--- config.mk ---
export PLATFORM = sky130hd
export DESIGN_NAME = accumulator_differencer
export DESIGN_NICKNAME = d
export VERILOG_FILES = /design/src/rtl/accumulator_differencer.sv
export SDC_FILE = /design/constraint.sdc
export NUM_CORES = 1
export LEC_CHECK = 0
export CAP_MARGIN = 20
export CORE_MARGIN = 2
export CORE_UTILIZATION = 54
export CTS_BUF_LIST = sky130_fd_sc_hd__clkbuf_16
export CTS_CLUSTER_DIAMETER = 120
export DETAILED_ROUTE_END_ITERATION = 8
export GPL_TIMING_DRIVEN = 0
export PLACE_DENSITY = 0.89
export RECOVER_POWER = 50
export SLEW_MARGIN = 20
export SYNTH_ARGS = -nofsm -noshare
export SYNTH_HDL_FRONTEND = slang
export SYNTH_SLANG_ARGS = --single-unit
--- constraint.sdc ---
create_clock -name clk -period 3.3 [get_ports clk]
set_clock_uncertainty 0.15 [all_clocks]
set_input_delay 0.66 -clock clk [delete_from_list [all_inputs] [get_ports clk]]
set_output_delay 0.66 -clock clk [all_outputs]
set_load 0.03 [all_outputs]
--- src/rtl/accumulator_differencer.sv ---
// rtl/accumulator_differencer.sv - decodes running-sum samples into modulo-2^WIDTH deltas behind a 2-entry skid
module accumulator_differencer #(
   parameter int WIDTH     = 16,
   parameter int CNT_WIDTH = 16
) (
   input  logic                 clk,
   input  logic                 reset,
   input  logic                 clear,
   input  logic                 s_valid,
   input  logic [WIDTH-1:0]     s_data,
   output logic                 s_ready,
   output logic                 m_valid,
   output logic [WIDTH-1:0]     m_data,
   input  logic                 m_ready,
   output logic [CNT_WIDTH-1:0] count
);

   typedef enum logic [1:0] {
      ST_EMPTY = 2'd0,
      ST_ONE   = 2'd1,
      ST_TWO   = 2'd2
   } state_t;

   localparam logic [CNT_WIDTH-1:0] CNT_ONE = {{(CNT_WIDTH-1){1'b0}}, 1'b1};

   state_t               r_state;
   state_t               w_state_nxt;
   logic [WIDTH-1:0]     r_prev;
   logic [WIDTH-1:0]     r_main;
   logic [WIDTH-1:0]     r_skid;
   logic [WIDTH-1:0]     w_main_nxt;
   logic [WIDTH-1:0]     w_skid_nxt;
   logic [WIDTH-1:0]     w_delta;
   logic [CNT_WIDTH-1:0] r_count;
   logic                 w_accept;
   logic                 w_pop;

   // Ready depends only on registered occupancy and clear, so backpressure
   // from m_ready never ripples combinationally upstream.
   assign s_ready  = (r_state != ST_TWO) & ~clear;
   assign m_valid  = (r_state != ST_EMPTY);
   assign m_data   = r_main;
   assign count    = r_count;

   assign w_accept = s_valid & s_ready;
   assign w_pop    = m_valid & m_ready;

   // Unsigned subtraction wraps naturally, which is exactly the inverse of
   // an accumulator that wraps on overflow.
   assign w_delta  = s_data - r_prev;

   // Occupancy next-state and main/skid load selection; clear beats everything.
   always_comb begin
      w_state_nxt = r_state;
      w_main_nxt  = r_main;
      w_skid_nxt  = r_skid;
      if (clear) begin
         w_state_nxt = ST_EMPTY;
         w_main_nxt  = '0;
      end else begin
         case (r_state)
            ST_EMPTY: begin
               if (w_accept) begin
                  w_state_nxt = ST_ONE;
                  w_main_nxt  = w_delta;
               end
            end
            ST_ONE: begin
               case ({w_accept, w_pop})
                  2'b10: begin
                     w_state_nxt = ST_TWO;
                     w_skid_nxt  = w_delta;
                  end
                  2'b01: begin
                     w_state_nxt = ST_EMPTY;
                  end
                  2'b11: begin
                     w_main_nxt  = w_delta;
                  end
                  default: begin
                     w_state_nxt = ST_ONE;
                  end
               endcase
            end
            ST_TWO: begin
               // s_ready is low here, so only a pop can move us.
               if (w_pop) begin
                  w_state_nxt = ST_ONE;
                  w_main_nxt  = r_skid;
               end
            end
            default: begin
               w_state_nxt = ST_EMPTY;
            end
         endcase
      end
   end

   // Occupancy state and output stage registers.
   always_ff @(posedge clk or negedge reset) begin
      if (!reset) begin
         r_state <= ST_EMPTY;
         r_main  <= '0;
         r_skid  <= '0;
      end else begin
         r_state <= w_state_nxt;
         r_main  <= w_main_nxt;
         r_skid  <= w_skid_nxt;
      end
   end

   // Previous-sample reference and accepted-sample counter.
   always_ff @(posedge clk or negedge reset) begin
      if (!reset) begin
         r_prev  <= '0;
         r_count <= '0;
      end else if (clear) begin
         r_prev  <= '0;
         r_count <= '0;
      end else if (w_accept) begin
         r_prev  <= s_data;
         r_count <= r_count + CNT_ONE;
      end
   end

endmodule
==> flow_metrics.tcl, run 1 <==
set metrics [dict create \
    layout_commonest_cell "nand2_1" \
    clock_latency_ns 0.33 \
    io_pins 55 \
    vias 3132 \
    yosysSeqAreaShare_pct 47.1 \
    setup_viol 0 \
    final_cell_mix "nand2_1, dfrtp_1, clkdlybuf4s50_1, o21ai_0, a21oi_1" \
    cp-end-kind "flop" \
    met2WireLength_um 4280 \
    drt-met1-wl_um 3590 \
    cts.clk_slew.worst_paths_ns 0.05 \
    top_layer "met4" \
    post_drt_wl_per_cell_um 16.7 \
    finalNonFillerCells 531 \
    outcome "complete, but fails checks" \
    std_cell_rows 29 \
    drive_gt1_share_pct 6.61 \
    path_max_fanout 3 \
    cts_made_buffers 9 \
    synth_edf_count 0 \
    cpLargestDelayFamily "compound AO/OA/AOI/OAI gates" \
    gr-total-overflow 0 \
    grt_pass1_wl_um 14000 \
    finalWirelength_um 8870 \
    die_x_um 84.6 \
    critical_path_required_ns 3.34 \
    cp_slowest_cell "clkdlybuf4s50_1" \
    dp.cells 514 \
    groute.usage.overall_pct 24.9 \
    hold_viol 0 \
    area_growth_pct 27.2 \
    root_buffer "clkbuf_16" \
    path_cells "clkdlybuf4s50_1 -> inv_1 -> ha_1 -> inv_1 -> fa_1 -> a21o_1 -> nand3_1 -> a31oi_1 -> a311o_1 -> a31oi_1 -> xor2_1 -> buf_4 -> o21ai_1" \
    dp_slack_ns -0.392 \
    synth_cell_types 42 \
    worst-setup-path-type "primary input to flop" \
    max_slew_margin_pct -10.1 \
    final.setup.tns_ns 0 \
    critPathBufInv 4 \
    syn_inst 383 \
    nFillCells 438 \
    synthesis.area_mm2 0.00351 \
    core_area_mm2 0.00631 \
    die_y_um 84.6 \
    vias_per_cell 5.90 \
    grt_max_degree 36 \
    ys_seq_elements 66 \
    io_buffers 53 \
    fmax_mhz 305 \
    drt_iter0_drc 207 \
    hpwlAfterDp_um 5640 \
    avgSynthCellArea_um2 9.15 \
    initial_core_util_pct 55.5 \
    finalCriticalPeriod_ns 3.28 \
    h-tree-depth 3 \
    syn-num-nets 424 \
    final_max_slew_viol_count 33 \
    synth_flop_cell "dfrtp_1" \
    clock_sinks 66 \
    fin_nets 490 \
    cts_tree "done" \
    firstDrtPassIters 5 \
    ir_worst_vdd_mv 0.341 \
    p_per_area_mw_per_mm2 567 \
    antenna_cells 0 \
    p_leak_nw 2.01 \
    worst_slack_ns 0.0164 \
    met3_length_um 581 \
    ys_warn_count 0 \
    fin_crit_sh_pct 99.5 \
    cts_buffer_depth 2 \
    rrSetupSlack_ns 0.40 \
    antenna_found_initial 0 \
    drv_cap 1 \
    violations "capacitance limit, slew limit" \
    first_global_vias 3031 \
    async_flop_share_pct 100 \
    cp-start-kind "primary input" \
    ant_nets 0 \
    gp_congestion 0.929 \
    die_area_mm2 0.00715 \
    drc 0 \
    arrival_ns 3.32 \
    tightest_slew_ns 1.65 \
    cp_slowest_stage_delay_ns 0.42 \
    hold_class "flop to flop" \
]
cell families after synthesis:
logic type | count (synthesis) | synth area share, %
muxes | 2 | 0.607
xor gates and xnor gates | 30 | 7.49
adders and majority gates | 20 | 7.35
and+or+nand+nor | 127 | 16.1
buffers and inverters | 38 | 4.25
AOI/OAI and AO/OA | 100 | 17.1
DFF | 66 | 47.1
stage by stage:
| stage | utilization [%] | hold slack, ns | instance area, µm² | total power [W] |
|---|---|---|---|---|
| 2_1_floorplan | - | 0.214 | 3510 | 0.00131 |
| 3_3_place_gp | 65.5 | 0.312 | 4130 | 0.00147 |
| 3_5_place_dp | 65.7 | 0.320 | 4150 | 0.00149 |
| 4_1_cts | 70.8 | 0.120 | 4470 | 0.00253 |
| 5_1_grt | 70.6 | 0.354 | 4460 | 0.00263 |
| 6_report | 70.6 | 0.326 | 4460 | 0.00253 |
layout make-up:
class	instances	area (µm²)	area share, %
Buffer	16	66.3	1.49
Clock buffer	9	225	5.05
Clock inverter	7	93.8	2.10
Inverter	22	82.6	1.85
Multi-Input combinational cell	279	1710	38.3
Sequential cell	66	1650	37.0
Tap cell	77	96.3	2.16
Timing Repair Buffer	55	537	12.0
flip-flops by register name, summed over array words and instances, names as in the netlist:
register and cells:
r_skid 16, r_prev 16, r_state 2, count 16
m_data 16
synthesized netlist by cell type, types with 2 or more instances:
master	instances	area share, %
nand4_1	5	0.89
o21bai_1	2	0.43
dfrtp_1	66	47
and2_4	2	0.50
o21ai_1	2	0.29
nand2b_1	4	0.71
o21ai_0	34	4.9
xnor2_1	10	2.5
nor2_1	24	2.6
and3_1	6	1.1
nand3_1	9	1.3
nand2_1	70	7.5
o31ai_1	3	0.64
and4_1	3	0.75
buf_2	2	0.29
xor2_1	20	5.0
a21oi_1	30	4.3
ha_1	19	6.8
a21o_1	4	0.86
a31oi_1	4	0.71
clkbuf_1	12	1.3
a22o_1	2	0.50
inv_1	22	2.4
a22oi_1	10	2.1
worst paths after layout:
path,startpoint,endpoint,depth (start not counted)
max,s_data[0],r_skid[14],13
min,m_data[0],m_data[0],2
max reg2reg,r_state[0],m_data[4],11
min reg2reg,m_data[0],m_data[0],2
max in group asynchronous,reset,r_state[1],2
min in group asynchronous,reset,r_prev[8],1
per-layer routing:
| layer | GRT usage (%) | up-vias |
|---|---|---|
| met2 | 41.0 | 163 |
| met5 | 0 | - |
| met1 | 30.8 | 1473 |
| met4 | 14.7 | 0 |
| met3 | 4.03 | 52 |
| li1 | - | 1444 |
power breakdown:
group / switching (W) / internal (W) / leakage (nW) / total (W)
Clock: 0.000363 / 0.000659 / 0.153 / 0.00102
Sequential: 0.0000653 / 0.000924 / 0.877 / 0.000990
Combinational: 0.000309 / 0.000207 / 0.979 / 0.000516
Total: 0.000738 / 0.00179 / 2.01 / 0.00253
timing repair:
item                                    4_1_cts  5_1_grt
endpoints found under the setup margin        3       18
hold buffers                                  0        0
buffers inserted                              0        1
pin swaps                                     0        1
gates resized for setup                       2        6
worst reg2reg max path: stages, from the launching register on:
cell and delay (ns):
dfrtp_1 0.44, nand2b_2 0.26, nand2_2 0.18, clkbuf_2 0.26, nor2_1 0.12, ha_1 0.20, nand2_1 0.10, a21oi_1 0.09
a211oi_1 0.36, buf_2 0.32, nor2_1 0.09, a22o_1 0.21
(Power assumes the default switching activity.)
==> run 2, diff against run 1 <==
--- a/config.mk
+++ b/config.mk
@@ -14,7 +14,7 @@
 export GPL_TIMING_DRIVEN = 0
 export PLACE_DENSITY = 0.89
 export RECOVER_POWER = 50
-export SLEW_MARGIN = 20
+export SLEW_MARGIN = 25
 export SYNTH_ARGS = -nofsm -noshare
 export SYNTH_HDL_FRONTEND = slang
 export SYNTH_SLANG_ARGS = --single-unit
==> constraint.sdc (replaced) <==
create_clock -name clk -period 3.2 [get_ports clk]
set_clock_uncertainty 0.15 [all_clocks]
set_input_delay 0.64 -clock clk [delete_from_list [all_inputs] [get_ports clk]]
set_output_delay 0.64 -clock clk [all_outputs]
set_load 0.03 [all_outputs]
==> flow_metrics.tcl, run 2 (same netlist as run 1, synthesis figures left out) <==
set metrics [dict create \
    finalWirelength_um 8710 \
    worst_slack_ns 0.111 \
    gr-total-overflow 0 \
    arrival_ns 3.13 \
    antenna_cells 0 \
    cts_made_buffers 9 \
    fmax_mhz 324 \
    dp_slack_ns -0.472 \
    clock_sinks 66 \
    ctsHoldBuffers 0 \
    seqPwrFrac_pct 39.0 \
    power.switching_w 0.000764 \
    core_area_mm2 0.00631 \
    groute.usage.overall_pct 24.9 \
    die_area_mm2 0.00715 \
    root_buffer "clkbuf_16" \
    io_buffers 53 \
    layout_commonest_cell "nand2_1" \
    die_x_um 84.6 \
    p_total_w 0.00261 \
    finalNonFillerCells 531 \
    first_global_vias 3026 \
    hpwlAfterDp_um 5640 \
    outcome "complete, but fails checks" \
    grt_pass1_wl_um 14000 \
    firstDrtPassIters 5 \
    critical_path_required_ns 3.24 \
    hold_viol 0 \
    p_per_area_mw_per_mm2 585 \
    violations "capacitance limit, slew limit" \
    final_cell_mix "nand2_1, dfrtp_1, clkdlybuf4s50_1, o21ai_0, a21oi_1" \
    max_slew_margin_pct -9.67 \
    drive_gt1_share_pct 7.05 \
    drv_cap 1 \
    fin_crit_sh_pct 96.5 \
    antenna_found_initial 0 \
    drt_iter0_drc 194 \
    clock_latency_ns 0.33 \
    ant_nets 0 \
    path_max_fanout 3 \
    io_pins 55 \
    clkPwrFrac_pct 40.6 \
    cp-end-kind "flop" \
    cts_buffer_depth 2 \
    p_leak_nw 2.01 \
    final_max_slew_viol_count 33 \
    swShare_pct 29.2 \
    internal_power_w 0.00185 \
    comb_power_share_pct 20.3 \
    worst-setup-path-type "primary input to flop" \
    post_drt_wl_per_cell_um 16.4 \
    fin_nets 490 \
    h-tree-depth 3 \
    vias 3081 \
    area_growth_pct 27.4 \
    cts.clk_slew.worst_paths_ns 0.06 \
    die_y_um 84.6 \
    initial_core_util_pct 55.5 \
    drc 0 \
    vias_per_cell 5.80 \
    dp.cells 514 \
    cts_tree "done" \
    tightest_slew_ns 1.65 \
    grt_max_degree 36 \
    nFillCells 437 \
    std_cell_rows 29 \
    setup_viol 0 \
    finalCriticalPeriod_ns 3.09 \
    gp_congestion 0.929 \
    cp-start-kind "primary input" \
    hold_class "flop to flop" \
    ir_worst_vdd_mv 0.363 \
]
-- run 2: cell types whose count changed in the layout (fill, tap and decap cells not counted), sizes merged --
cell | before | now
buf | 3 | 4
clkbuf | 25 | 24
-- run 2: layout make-up --
| type | count | area (µm²) | area share (%) |
|---|---|---|---|
| clock inverters | 7 | 93.8 | 2.10 |
| plain buffers | 15 | 62.6 | 1.40 |
| clock buffers | 9 | 225 | 5.04 |
| well taps | 77 | 96.3 | 2.16 |
| inverters | 22 | 82.6 | 1.85 |
| flip-flops and latches | 66 | 1650 | 37.0 |
| multi-input cells | 279 | 1710 | 38.3 |
| repair buffers | 56 | 544 | 12.2 |
-- run 2: power groups by stage --
| stage | Clock, W | Combinational [W] | Sequential, W |
|---|---|---|---|
| 4_1_cts | 0.00106 | 0.000528 | 0.00102 |
| 5_1_grt | 0.00110 | 0.000580 | 0.00103 |
| 2_1_floorplan | 0 | 0.000274 | 0.00108 |
| 3_3_place_gp | 0 | 0.000489 | 0.00103 |
| 6_report | 0.00106 | 0.000531 | 0.00102 |
| 3_5_place_dp | 0 | 0.000508 | 0.00103 |
-- run 2: worst max-delay path: stages --
cell and delay, ns:
clkdlybuf4s50_1 0.42, inv_1 0.09, ha_1 0.15, inv_1 0.05, fa_1 0.40, a21o_1 0.19
nand3_1 0.12, a31oi_2 0.15, a311o_1 0.31, a31oi_1 0.18, xor2_1 0.18, buf_4 0.15
o21ai_0 0.09
-- run 2: per-layer routing --
layer | global-route usage (%) | wire length [µm]
met1 | 30.9 | 3590
met2 | 41.0 | 4190
met3 | 4.03 | 518
met4 | 14.9 | 412
met5 | 0 | 0
-- run 2: final timing paths --
| kind | to | depth (start not counted) | slack, ns | startpoint |
|---|---|---|---|---|
| hold reg to reg | m_data[0] | 2 | 0.33 | m_data[0] |
| hold / removal | m_data[0] | 2 | 0.33 | m_data[0] |
| max in group asynchronous | r_skid[6] | 2 | 0.73 | reset |
| min in group asynchronous | r_prev[8] | 1 | 0.57 | reset |
| setup / recovery | m_data[14] | 13 | 0.11 | s_data[0] |
| setup reg to reg | m_data[6] | 11 | 0.44 | r_state[0] |
-- run 2: what timing repair did --
item                                    CTS  global route
gates resized for setup                   2             6
endpoints found under the setup margin   10            18
buffers inserted                          1             1
pin swaps                                 1             3
cloned                                    0             0
-- run 2: stage by stage --
stage                TNS, ns  area (µm²)  hold slack, ns  utilization, %
floorplan                  0        3510           0.194               -
global placement      -53.34        4130           0.312            65.5
detailed placement     -6.62        4150           0.320            65.7
CTS                        0        4480          0.0998            70.9
global route        -0.00661        4470           0.354            70.8
finish                     0        4470           0.326            70.8
